**src/rtl/rvj1_timer_pkg.sv**
```systemverilog
// ============================================================================
// Module   : rvj1_timer_pkg
// Purpose  : Shared register map, bit indices and write-strobe bundle for the
//            rvj1 multi-channel timer (rvj1_timer_multi / rvj1_timer_chan).
// Revision : 1.0 - initial release
// ============================================================================
`default_nettype none

package rvj1_timer_pkg;

    localparam int         c_ch_stride      = 32'h20;
    localparam int         c_ch_stride_lsb  = $clog2(c_ch_stride);

    localparam logic [4:0] c_off_ctrl       = 5'h00;
    localparam logic [4:0] c_off_cmp        = 5'h04;
    localparam logic [4:0] c_off_count      = 5'h08;
    localparam logic [4:0] c_off_status     = 5'h0C;
    localparam logic [4:0] c_off_capt       = 5'h10;

    localparam int         c_ctrl_en        = 0;
    localparam int         c_ctrl_oneshot   = 1;
    localparam int         c_ctrl_irq_en    = 2;
    localparam int         c_ctrl_presc_lsb = 8;

    localparam int         c_stat_pend      = 0;
    localparam int         c_stat_capt_pend = 1;

    typedef struct packed {
        logic ctrl;
        logic cmp;
        logic count;
        logic status;
    } chan_we_t;

endpackage

`default_nettype wire

```
**src/rtl/rvj1_timer_chan.sv**
```systemverilog
// ============================================================================
// Module   : rvj1_timer_chan
// Purpose  : One timer channel: prescaler, up-counter, compare, one-shot mode,
//            sticky flags and level interrupt. Capture logic under
//            TIMER_CAPTURE_EN.
// Revision : 1.0 - initial release
// ============================================================================
`default_nettype none

module rvj1_timer_chan
    import rvj1_timer_pkg::*;
#(
    parameter int CNT_W   = 32,
    parameter int PRESC_W = 8
) (
    input  logic        clk,
    input  logic        rst,
    input  chan_we_t    i_we,
    input  logic [31:0] i_wdata,
    input  logic        i_capture,
    output logic [31:0] o_ctrl,
    output logic [31:0] o_cmp,
    output logic [31:0] o_count,
    output logic [31:0] o_status,
    output logic [31:0] o_capt,
    output logic        o_irq
);

    logic               r_en;
    logic               r_oneshot;
    logic               r_irq_en;
    logic               r_pend;
    logic [PRESC_W-1:0] r_presc;
    logic [PRESC_W-1:0] r_div;
    logic [CNT_W-1:0]   r_cmp;
    logic [CNT_W-1:0]   r_count;
    logic               w_tick;
    logic               w_match;
    logic               w_capt_pend;
    logic [CNT_W-1:0]   w_capt;
    logic               w_unused_wdata;

    assign w_tick         = r_en && (r_div == r_presc);
    assign w_match        = w_tick && (r_count == r_cmp);
    assign w_unused_wdata = ^i_wdata;

    // Priorities: CTRL write over one-shot clear, COUNT write over tick,
    // hardware PEND set over software W1C.
    always_ff @(posedge clk or posedge rst) begin
        if (rst) begin
            r_en      <= 1'b0;
            r_oneshot <= 1'b0;
            r_irq_en  <= 1'b0;
            r_presc   <= '0;
            r_div     <= '0;
            r_cmp     <= '0;
            r_count   <= '0;
            r_pend    <= 1'b0;
        end else begin
            if (i_we.ctrl) begin
                r_en      <= i_wdata[c_ctrl_en];
                r_oneshot <= i_wdata[c_ctrl_oneshot];
                r_irq_en  <= i_wdata[c_ctrl_irq_en];
                r_presc   <= i_wdata[c_ctrl_presc_lsb +: PRESC_W];
            end else if (w_match && r_oneshot) begin
                r_en <= 1'b0;
            end

            if (i_we.ctrl || !r_en || w_tick) r_div <= '0;
            else                              r_div <= r_div + PRESC_W'(1);

            if (i_we.cmp) r_cmp <= i_wdata[CNT_W-1:0];

            if (i_we.count)   r_count <= i_wdata[CNT_W-1:0];
            else if (w_match) r_count <= '0;
            else if (w_tick)  r_count <= r_count + CNT_W'(1);

            if (w_match)                                  r_pend <= 1'b1;
            else if (i_we.status && i_wdata[c_stat_pend]) r_pend <= 1'b0;
        end
    end

`ifdef TIMER_CAPTURE_EN
    logic [1:0]       r_capt_sync;
    logic             r_capt_prev;
    logic             r_capt_pend;
    logic [CNT_W-1:0] r_capt;
    logic             w_capt_rise;

    assign w_capt_rise = r_capt_sync[1] && !r_capt_prev;

    always_ff @(posedge clk or posedge rst) begin
        if (rst) begin
            r_capt_sync <= '0;
            r_capt_prev <= 1'b0;
            r_capt_pend <= 1'b0;
            r_capt      <= '0;
        end else begin
            r_capt_sync <= {r_capt_sync[0], i_capture};
            r_capt_prev <= r_capt_sync[1];
            // r_count here is the pre-write value, so a coinciding COUNT write is not seen
            if (w_capt_rise) r_capt <= r_count;
            if (w_capt_rise)                                       r_capt_pend <= 1'b1;
            else if (i_we.status && i_wdata[c_stat_capt_pend]) r_capt_pend <= 1'b0;
        end
    end

    assign w_capt_pend = r_capt_pend;
    assign w_capt      = r_capt;
`else
    logic w_unused_capture;

    assign w_unused_capture = i_capture;
    assign w_capt_pend      = 1'b0;
    assign w_capt           = '0;
`endif

    assign o_irq = r_irq_en && (r_pend || w_capt_pend);

    always_comb begin
        o_ctrl                                = '0;
        o_ctrl[c_ctrl_en]                     = r_en;
        o_ctrl[c_ctrl_oneshot]                = r_oneshot;
        o_ctrl[c_ctrl_irq_en]                 = r_irq_en;
        o_ctrl[c_ctrl_presc_lsb +: PRESC_W]   = r_presc;
        o_cmp                                 = '0;
        o_cmp[CNT_W-1:0]                      = r_cmp;
        o_count                               = '0;
        o_count[CNT_W-1:0]                    = r_count;
        o_status                              = '0;
        o_status[c_stat_pend]                 = r_pend;
        o_status[c_stat_capt_pend]            = w_capt_pend;
        o_capt                                = '0;
        o_capt[CNT_W-1:0]                     = w_capt;
    end

endmodule

`default_nettype wire

```
**src/rtl/rvj1_timer_multi.sv**
```systemverilog
// ============================================================================
// Module   : rvj1_timer_multi
// Purpose  : NUM_CH-channel timer/compare peripheral on the rvj1 req/we bus.
//            Optional input capture enabled by defining TIMER_CAPTURE_EN.
// Revision : 1.0 - initial release
// ============================================================================
`default_nettype none

module rvj1_timer_multi
    import rvj1_timer_pkg::*;
#(
    parameter int NUM_CH  = 4,
    parameter int CNT_W   = 32,
    parameter int PRESC_W = 8,
    parameter int ADDR_W  = 8
) (
    input  logic              clk_i,
    input  logic              rst_i,
    input  logic              req_i,
    input  logic              we_i,
    input  logic [ADDR_W-1:0] addr_i,
    input  logic [31:0]       wdata_i,
    output logic [31:0]       rdata_o,
    output logic              rvalid_o,
    input  logic [NUM_CH-1:0] capture_i,
    output logic [NUM_CH-1:0] irq_o
);

    localparam int c_ch_idx_w = ADDR_W - c_ch_stride_lsb;

    logic [c_ch_idx_w-1:0] w_ch_idx;
    logic [4:0]            w_off;
    logic                  w_wr;
    logic [31:0]           w_rdata;
    logic                  w_unused_addr;
    logic [31:0]           w_ctrl_rd   [NUM_CH];
    logic [31:0]           w_cmp_rd    [NUM_CH];
    logic [31:0]           w_count_rd  [NUM_CH];
    logic [31:0]           w_status_rd [NUM_CH];
    logic [31:0]           w_capt_rd   [NUM_CH];
    logic [31:0]           r_rdata;
    logic                  r_rvalid;

    assign w_ch_idx      = addr_i[ADDR_W-1:c_ch_stride_lsb];
    assign w_off         = {addr_i[c_ch_stride_lsb-1:2], 2'b00};
    assign w_wr          = req_i && we_i;
    assign w_unused_addr = ^addr_i[1:0];

    for (genvar n = 0; n < NUM_CH; n++) begin : g_chan
        logic     w_hit;
        chan_we_t w_we;

        assign w_hit       = w_wr && (w_ch_idx == c_ch_idx_w'(n));
        assign w_we.ctrl   = w_hit && (w_off == c_off_ctrl);
        assign w_we.cmp    = w_hit && (w_off == c_off_cmp);
        assign w_we.count  = w_hit && (w_off == c_off_count);
        assign w_we.status = w_hit && (w_off == c_off_status);

        rvj1_timer_chan #(
            .CNT_W   (CNT_W),
            .PRESC_W (PRESC_W)
        ) u_chan (
            .clk       (clk_i),
            .rst       (rst_i),
            .i_we      (w_we),
            .i_wdata   (wdata_i),
            .i_capture (capture_i[n]),
            .o_ctrl    (w_ctrl_rd[n]),
            .o_cmp     (w_cmp_rd[n]),
            .o_count   (w_count_rd[n]),
            .o_status  (w_status_rd[n]),
            .o_capt    (w_capt_rd[n]),
            .o_irq     (irq_o[n])
        );
    end

    // Channel indices at or above NUM_CH match nothing and read as zero.
    always_comb begin
        w_rdata = '0;
        for (int n = 0; n < NUM_CH; n++) begin
            if (w_ch_idx == c_ch_idx_w'(n)) begin
                case (w_off)
                    c_off_ctrl:   w_rdata = w_ctrl_rd[n];
                    c_off_cmp:    w_rdata = w_cmp_rd[n];
                    c_off_count:  w_rdata = w_count_rd[n];
                    c_off_status: w_rdata = w_status_rd[n];
                    c_off_capt:   w_rdata = w_capt_rd[n];
                    default:      w_rdata = '0;
                endcase
            end
        end
    end

    always_ff @(posedge clk_i or posedge rst_i) begin
        if (rst_i) begin
            r_rdata  <= '0;
            r_rvalid <= 1'b0;
        end else begin
            r_rvalid <= req_i;
            r_rdata  <= (req_i && !we_i) ? w_rdata : '0;
        end
    end

    assign rdata_o  = r_rdata;
    assign rvalid_o = r_rvalid;

endmodule

`default_nettype wire

```
**config.mk**
```make
export PLATFORM = sky130hd
export DESIGN_NAME = rvj1_timer_multi
export DESIGN_NICKNAME = d
export VERILOG_FILES = /design/src/rtl/rvj1_timer_pkg.sv /design/src/rtl/rvj1_timer_chan.sv /design/src/rtl/rvj1_timer_multi.sv
export SDC_FILE = /design/constraint.sdc
export NUM_CORES = 1
export LEC_CHECK = 0
export BUFFER_PORTS_ARGS = -buffer_cell sky130_fd_sc_hd__buf_2
export CORE_ASPECT_RATIO = 0.75
export CORE_MARGIN = 2
export CORE_UTILIZATION = 60
export CTS_BUF_LIST = sky130_fd_sc_hd__clkbuf_16
export DETAILED_ROUTE_END_ITERATION = 10
export GPL_TIMING_DRIVEN = 0
export PLACE_DENSITY_LB_ADDON = 0.15
export RECOVER_POWER = 25
export SETUP_SLACK_MARGIN = 0.4
export SLEW_MARGIN = 0
export SYNTH_ARGS = -nofsm -noshare
export SYNTH_HDL_FRONTEND = slang
export SYNTH_SLANG_ARGS = --single-unit
```
**constraint.sdc**
```tcl
create_clock -name clk_i -period 30.7 [get_ports clk_i]
set_clock_uncertainty 0.15 [all_clocks]
set_input_delay 1.535 -clock clk_i [delete_from_list [all_inputs] [get_ports clk_i]]
set_output_delay 1.535 -clock clk_i [all_outputs]
set_load 0.01 [all_outputs]
```
* Word level (Yosys, flattened, before mapping) *
Cells that the tools add are included.

storage, ports and cells
  bits in writable memories = 0
  memories kept = 0
  bits in registers = 369
  bits in latches = 0
  memory bits (read-only) = 0
  input bits = 48

cells by class
  eq/ne operators = 14
  reductions and logical operators = 69
  $mul = 0
  magnitude comparators = 0
  add/subtract/negate cells = 8
  mux-type cells = 41
  bitwise gates (word level) = 0
  shifts and indexed selects = 0
  divide/modulo/power cells = 0

operators with widths
  kind                                                                   number
  32-bit 2-to-1 mux                                                      17
  32-bit case mux with 4 select lines                                    4
  32-bit by 1-bit adder with 32-bit output, second input constant        4
  32-bit equality test                                                   4
  1-bit logical AND                                                      42
  8-bit by 1-bit adder with 8-bit output, second input constant          4
  8-bit equality test                                                    4
  8-bit 2-to-1 mux                                                       4
  1-bit 2-to-1 mux                                                       16
  2-bit nonzero test                                                     8
  3-bit by 2-bit equality test with 1-bit output, second input constant  4
  3-bit nonzero test                                                     4
  1-bit logical OR                                                       8
  3-bit by 1-bit equality test with 1-bit output, second input constant  2
  1-bit zero test                                                        5
  5-bit zero test                                                        1
  3-bit zero test                                                        1

* Logic depth before layout (Yosys ltp) *
  depth in word-level cells = 7
  gate-level depth with buffers = 10
  depth with buffers taken out = 7

* Modules after synthesis *
Synthesis repeated with hierarchy kept, for this count alone.

second synthesis, totals
  cells, all modules = 3,038
  area total of the unflattened synthesis = 28,147.0 um^2

by module, submodules not included
  module            instances  area each (um^2)  cells an instance  sequential area each (um^2)
  rvj1_timer_chan   4          5,342.6           550                2,102.0
  rvj1_timer_multi  1          6,776.5           838                825.8

* Worst setup path after synthesis *
OpenSTA, ideal clock, no wires.

  kind = input to register
  from = in addr_i[7]
  to = reg g_chan[2].u_chan.r_cmp[11]
  setup time = 0.125 ns
  data arrival time = 3.284 ns
  data required time = 30.425 ns
  setup slack = 27.141 ns
  cell stages on the path = 6
  path buffers = 2
  cells stage by stage = clkbuf_1 > nor2_1 > nand2_1 > nor2_1 > clkbuf_1 > mux2_2

on the way
  cells in the longest elaborated chain, start to end = 3

ends and longest elaborated chain
  element                                         line                    text
  from (decl)                                     rvj1_timer_multi.sv:21  input logic [ADDR_W-1:0] addr_i,
  3-bit by 2-bit equality test with 1-bit output  rvj1_timer_multi.sv:53  assign w_hit = w_wr && (w_ch_idx == c_ch_idx_w'(n));
  1-bit logical AND                               rvj1_timer_multi.sv:53
  1-bit logical AND                               rvj1_timer_multi.sv:55  assign w_we.cmp = w_hit && (w_off == c_off_cmp);
  to (signal assigned)                            rvj1_timer_chan.sv:72   if (i_we.cmp) r_cmp <= i_wdata[CNT_W-1:0];
  to (decl)                                       rvj1_timer_chan.sv:35   logic [CNT_W-1:0] r_cmp;

No other way between the ends.
A chain may end at the register's enable or synchronous reset.

==> impl_metrics.toml <==
[placement]
dpl_cell_area_sq_mm = 0.0224
io_buffers = 74
place.detailed.hpwl_um = 59600
place_inst = 2777
place.gp.congestion = 1.04

[power]
max-vdd-ir-drop_mv = 0.0525
leakagePower_nw = 9.59
p_switching_uw = 434
p_comb_share_pct = 19.8
power_density_mw_per_mm2 = 57.5
switching_share_pct = 31.8
clockPowerShare_pct = 36.8
p_int_uw = 929
seqPwrFrac_pct = 43.5

[cells_and_area]
fin_cells = 2852
drive_gt1_share_pct = 14.1
nets = 2417
syn2layout_area_growth_pct = 10.8
final_common_cell = "dfrtp_1"
most-common-layout-cells = "dfrtp_1 (369), nor2_1 (205), xnor2_1 (186)"
final_core_utilization_pct = 67.8
design_area_sq_mm = 0.0237

[worst_setup_path]
crit_fanout = 112
start_kind = "input pin"
path_class = "input pin to asynchronous set/reset pin"
cp.required_ns = 29.67
cp-end-kind = "asynchronous set/reset pin"
worstPathCellList = "buf_2 -> clkinvlp_2 -> clkbuf_1"
regToRegSetupSlack_ns = 27.04
slowest_stage = "clkbuf_1"
r2r_end = "g_chan[2].u_chan.o_count[8]"
r2r_cells = 8
r2r-start = "g_chan[2].u_chan.o_count[14]"
critPathLaunch = "rst_i"
slowest_delay_ns = 4.54
endpoint = "g_chan[0].u_chan.o_count[9]"
crit_arrival_ns = 8.28

[clocking]
cts_hold_buffers = 0
cts_buffers = 39
insertion_delay_ns = 0.56
post-cts-setup-buffers = 0
cts_buffer_depth = 3
cts_root_buffer = "clkbuf_16"
cts.clk_slew.worst_paths_ns = 0.06
cts_tree = "done"
cts_resized = 0
cts.sinks = 369
htreeDepth = 2

[global_route]
grt_pass1_wl_um = 122000
grt_overflow = 0
grt_pass1_vias = 18900
grt.total_usage_pct = 44.7
antenna_found_initial = 4
grt_max_degree = 113

[synth]
netlist.area_leader.share_pct = 43.2
synth_flop_cell = "dfrtp_1"
synth-seq-cells = 369
synth_area_per_cell_sq_um = 9.53
yosysWarnings = 0
syn_inst = 2243
yosys-top-cells-area = "dfrtp_1 (43%), mux2_2 (9.0%), xnor2_1 (7.6%)"
syn_nets = 2299
synth_area_leader_cell = "dfrtp_1"
async_flop_share_pct = 100
yosysUniqueCellTypes = 65
seq_area_frac_synth_pct = 43.2
synth_edf_count = 0
syn_area_sq_mm = 0.0214

[detailed_routing]
vias = 19900
routed_wl_um = 83400
wl_per_cell_um = 29.2
via_per_inst = 6.99
antenna_left = 0
drc_errors = 0
drt_iter0_drc = 3025
first_pass_iters = 6

[floorplanning]
start_util_pct = 61.2
row_count = 59
fp.coreArea_sq_mm = 0.0349
die_y_um = 167
num_io_pins = 85
die-area_sq_mm = 0.0372
die_w_um = 222

[status]
violations = "capacitance limit, slew limit"
status = "complete, but fails checks"

[timing]
setup_viol = 0
rsz0062_at_grt = "false"
tightest_slew_ns = 6.33
max_slew_margin_pct = -322
hold_viol = 0
fmax_ghz = 0.107
post-route-min-period_ns = 9.31
drv_slew = 286
period_share_pct = 30.3
fin_tns_setup_ns = 0

[min_path]
hold_class = "register to register"
whs_path_depth = 1

[job]
cap_violations = 3
==> synthesized netlist by cell type, types with 6 or more instances <==
cell type	number
or4b_2	6
xnor2_1	186
o211ai_1	17
nand4_1	66
a21oi_1	112
and2_1	17
o31ai_1	14
buf_1	14
a22o_1	8
a22oi_1	96
nand2_1	151
nor3_1	45
a31oi_1	31
mux2i_1	23
a21o_1	16
ha_1	8
nand3_1	79
clkbuf_1	155
and3_1	27
a32oi_1	8
nor2b_1	9
buf_2	11
xor2_1	57
a221oi_1	11
and4_1	22
or4_1	10
a211oi_1	46
o22ai_1	39
nor2_1	205
o21a_1	6
nor4_1	23
o21ai_0	78
dfrtp_1	369
mux2_2	170
or3_1	23
inv_1	23
nor3b_1	9
==> worst min-delay path by stage <==
stage | startpoint | endpoint | slack, ns
6_report | g_chan[3].u_chan.o_cmp[16] | g_chan[3].u_chan.o_cmp[16] | 0.41
5_1_grt | g_chan[2].u_chan.o_cmp[6] | g_chan[2].u_chan.o_cmp[6] | 0.41
4_1_cts | g_chan[1].u_chan.r_div[0] | g_chan[1].u_chan.r_div[0] | 0.40
3_5_place_dp | g_chan[1].u_chan.r_irq_en | g_chan[1].u_chan.r_irq_en | 0.39
3_3_place_gp | g_chan[1].u_chan.r_irq_en | g_chan[1].u_chan.r_irq_en | 0.36
2_1_floorplan | g_chan[3].u_chan.r_pend | g_chan[3].u_chan.r_pend | 0.33
==> stage by stage <==
| step | hold slack [ns] | setup slack, ns | power [mW] |
|---|---|---|---|
| after floorplan | 0.330 | 18.77 | 0.760 |
| after global placement | 0.361 | 14.70 | 0.847 |
| after detailed placement | 0.387 | 25.49 | 0.856 |
| after CTS | 0.399 | 26.05 | 1.35 |
| after global routing | 0.412 | 19.88 | 1.40 |
| final | 0.406 | 21.39 | 1.36 |
==> cell type report <==
| type | count | area, sq um |
|---|---|---|
| fillers | 2829 | 11200 |
| well taps | 457 | 572 |
| plain buffers | 188 | 761 |
| clock inverters | 29 | 289 |
| inverters | 23 | 87.6 |
| clock buffers | 41 | 1030 |
| flip-flops and latches | 369 | 9230 |
| multi-input cells | 1663 | 11300 |
| diodes | 5 | 12.5 |
| repair buffers | 77 | 404 |
==> sequential cells by signal, indices dropped and copies added (netlist names) <==
name / count
g_chan.u_chan.r_presc: 32
g_chan.u_chan.r_en: 4
rvalid_o: 1
g_chan.u_chan.r_oneshot: 4
g_chan.u_chan.r_irq_en: 4
rdata_o: 32
g_chan.u_chan.r_div: 32
g_chan.u_chan.o_cmp: 128
g_chan.u_chan.r_pend: 4
g_chan.u_chan.o_count: 128
==> cell families (layout without fill, tap and decap cells) <==
family          Yosys count  in the layout  synth area share [%]
compound gates          503            503                  15.3
xor+xnor                243            243                  9.96
fa+ha+maj                 8              8                 0.468
buf+inv                 211            358                  3.96
flops                   369            369                  43.2
mux                     196            196                  10.3
other cells               0              5                     0
simple gates            713            713                  16.8
==> worst max-delay path: cells and delay by family <==
family                 cells  cell delay (ns)
buffers and inverters      3             6.58
==> routing by layer <==
metal  track usage (%)  share of wire (%)  vias up
met5              1.94               0.31        -
met4              20.6                5.5       10
met3              14.3                 13      302
met2              65.2                 42     1380
met1              60.6                 39     9846
li1                  -                  -     8388
==> power groups by stage <==
stage	logic [mW]	registers [mW]	clock network [mW]
2_1_floorplan	0.184	0.576	0
3_3_place_gp	0.251	0.595	0
3_5_place_dp	0.259	0.597	0
4_1_cts	0.261	0.589	0.500
5_1_grt	0.288	0.595	0.520
6_report	0.269	0.593	0.501
Note: power is estimated with default switching activity, not from simulation.
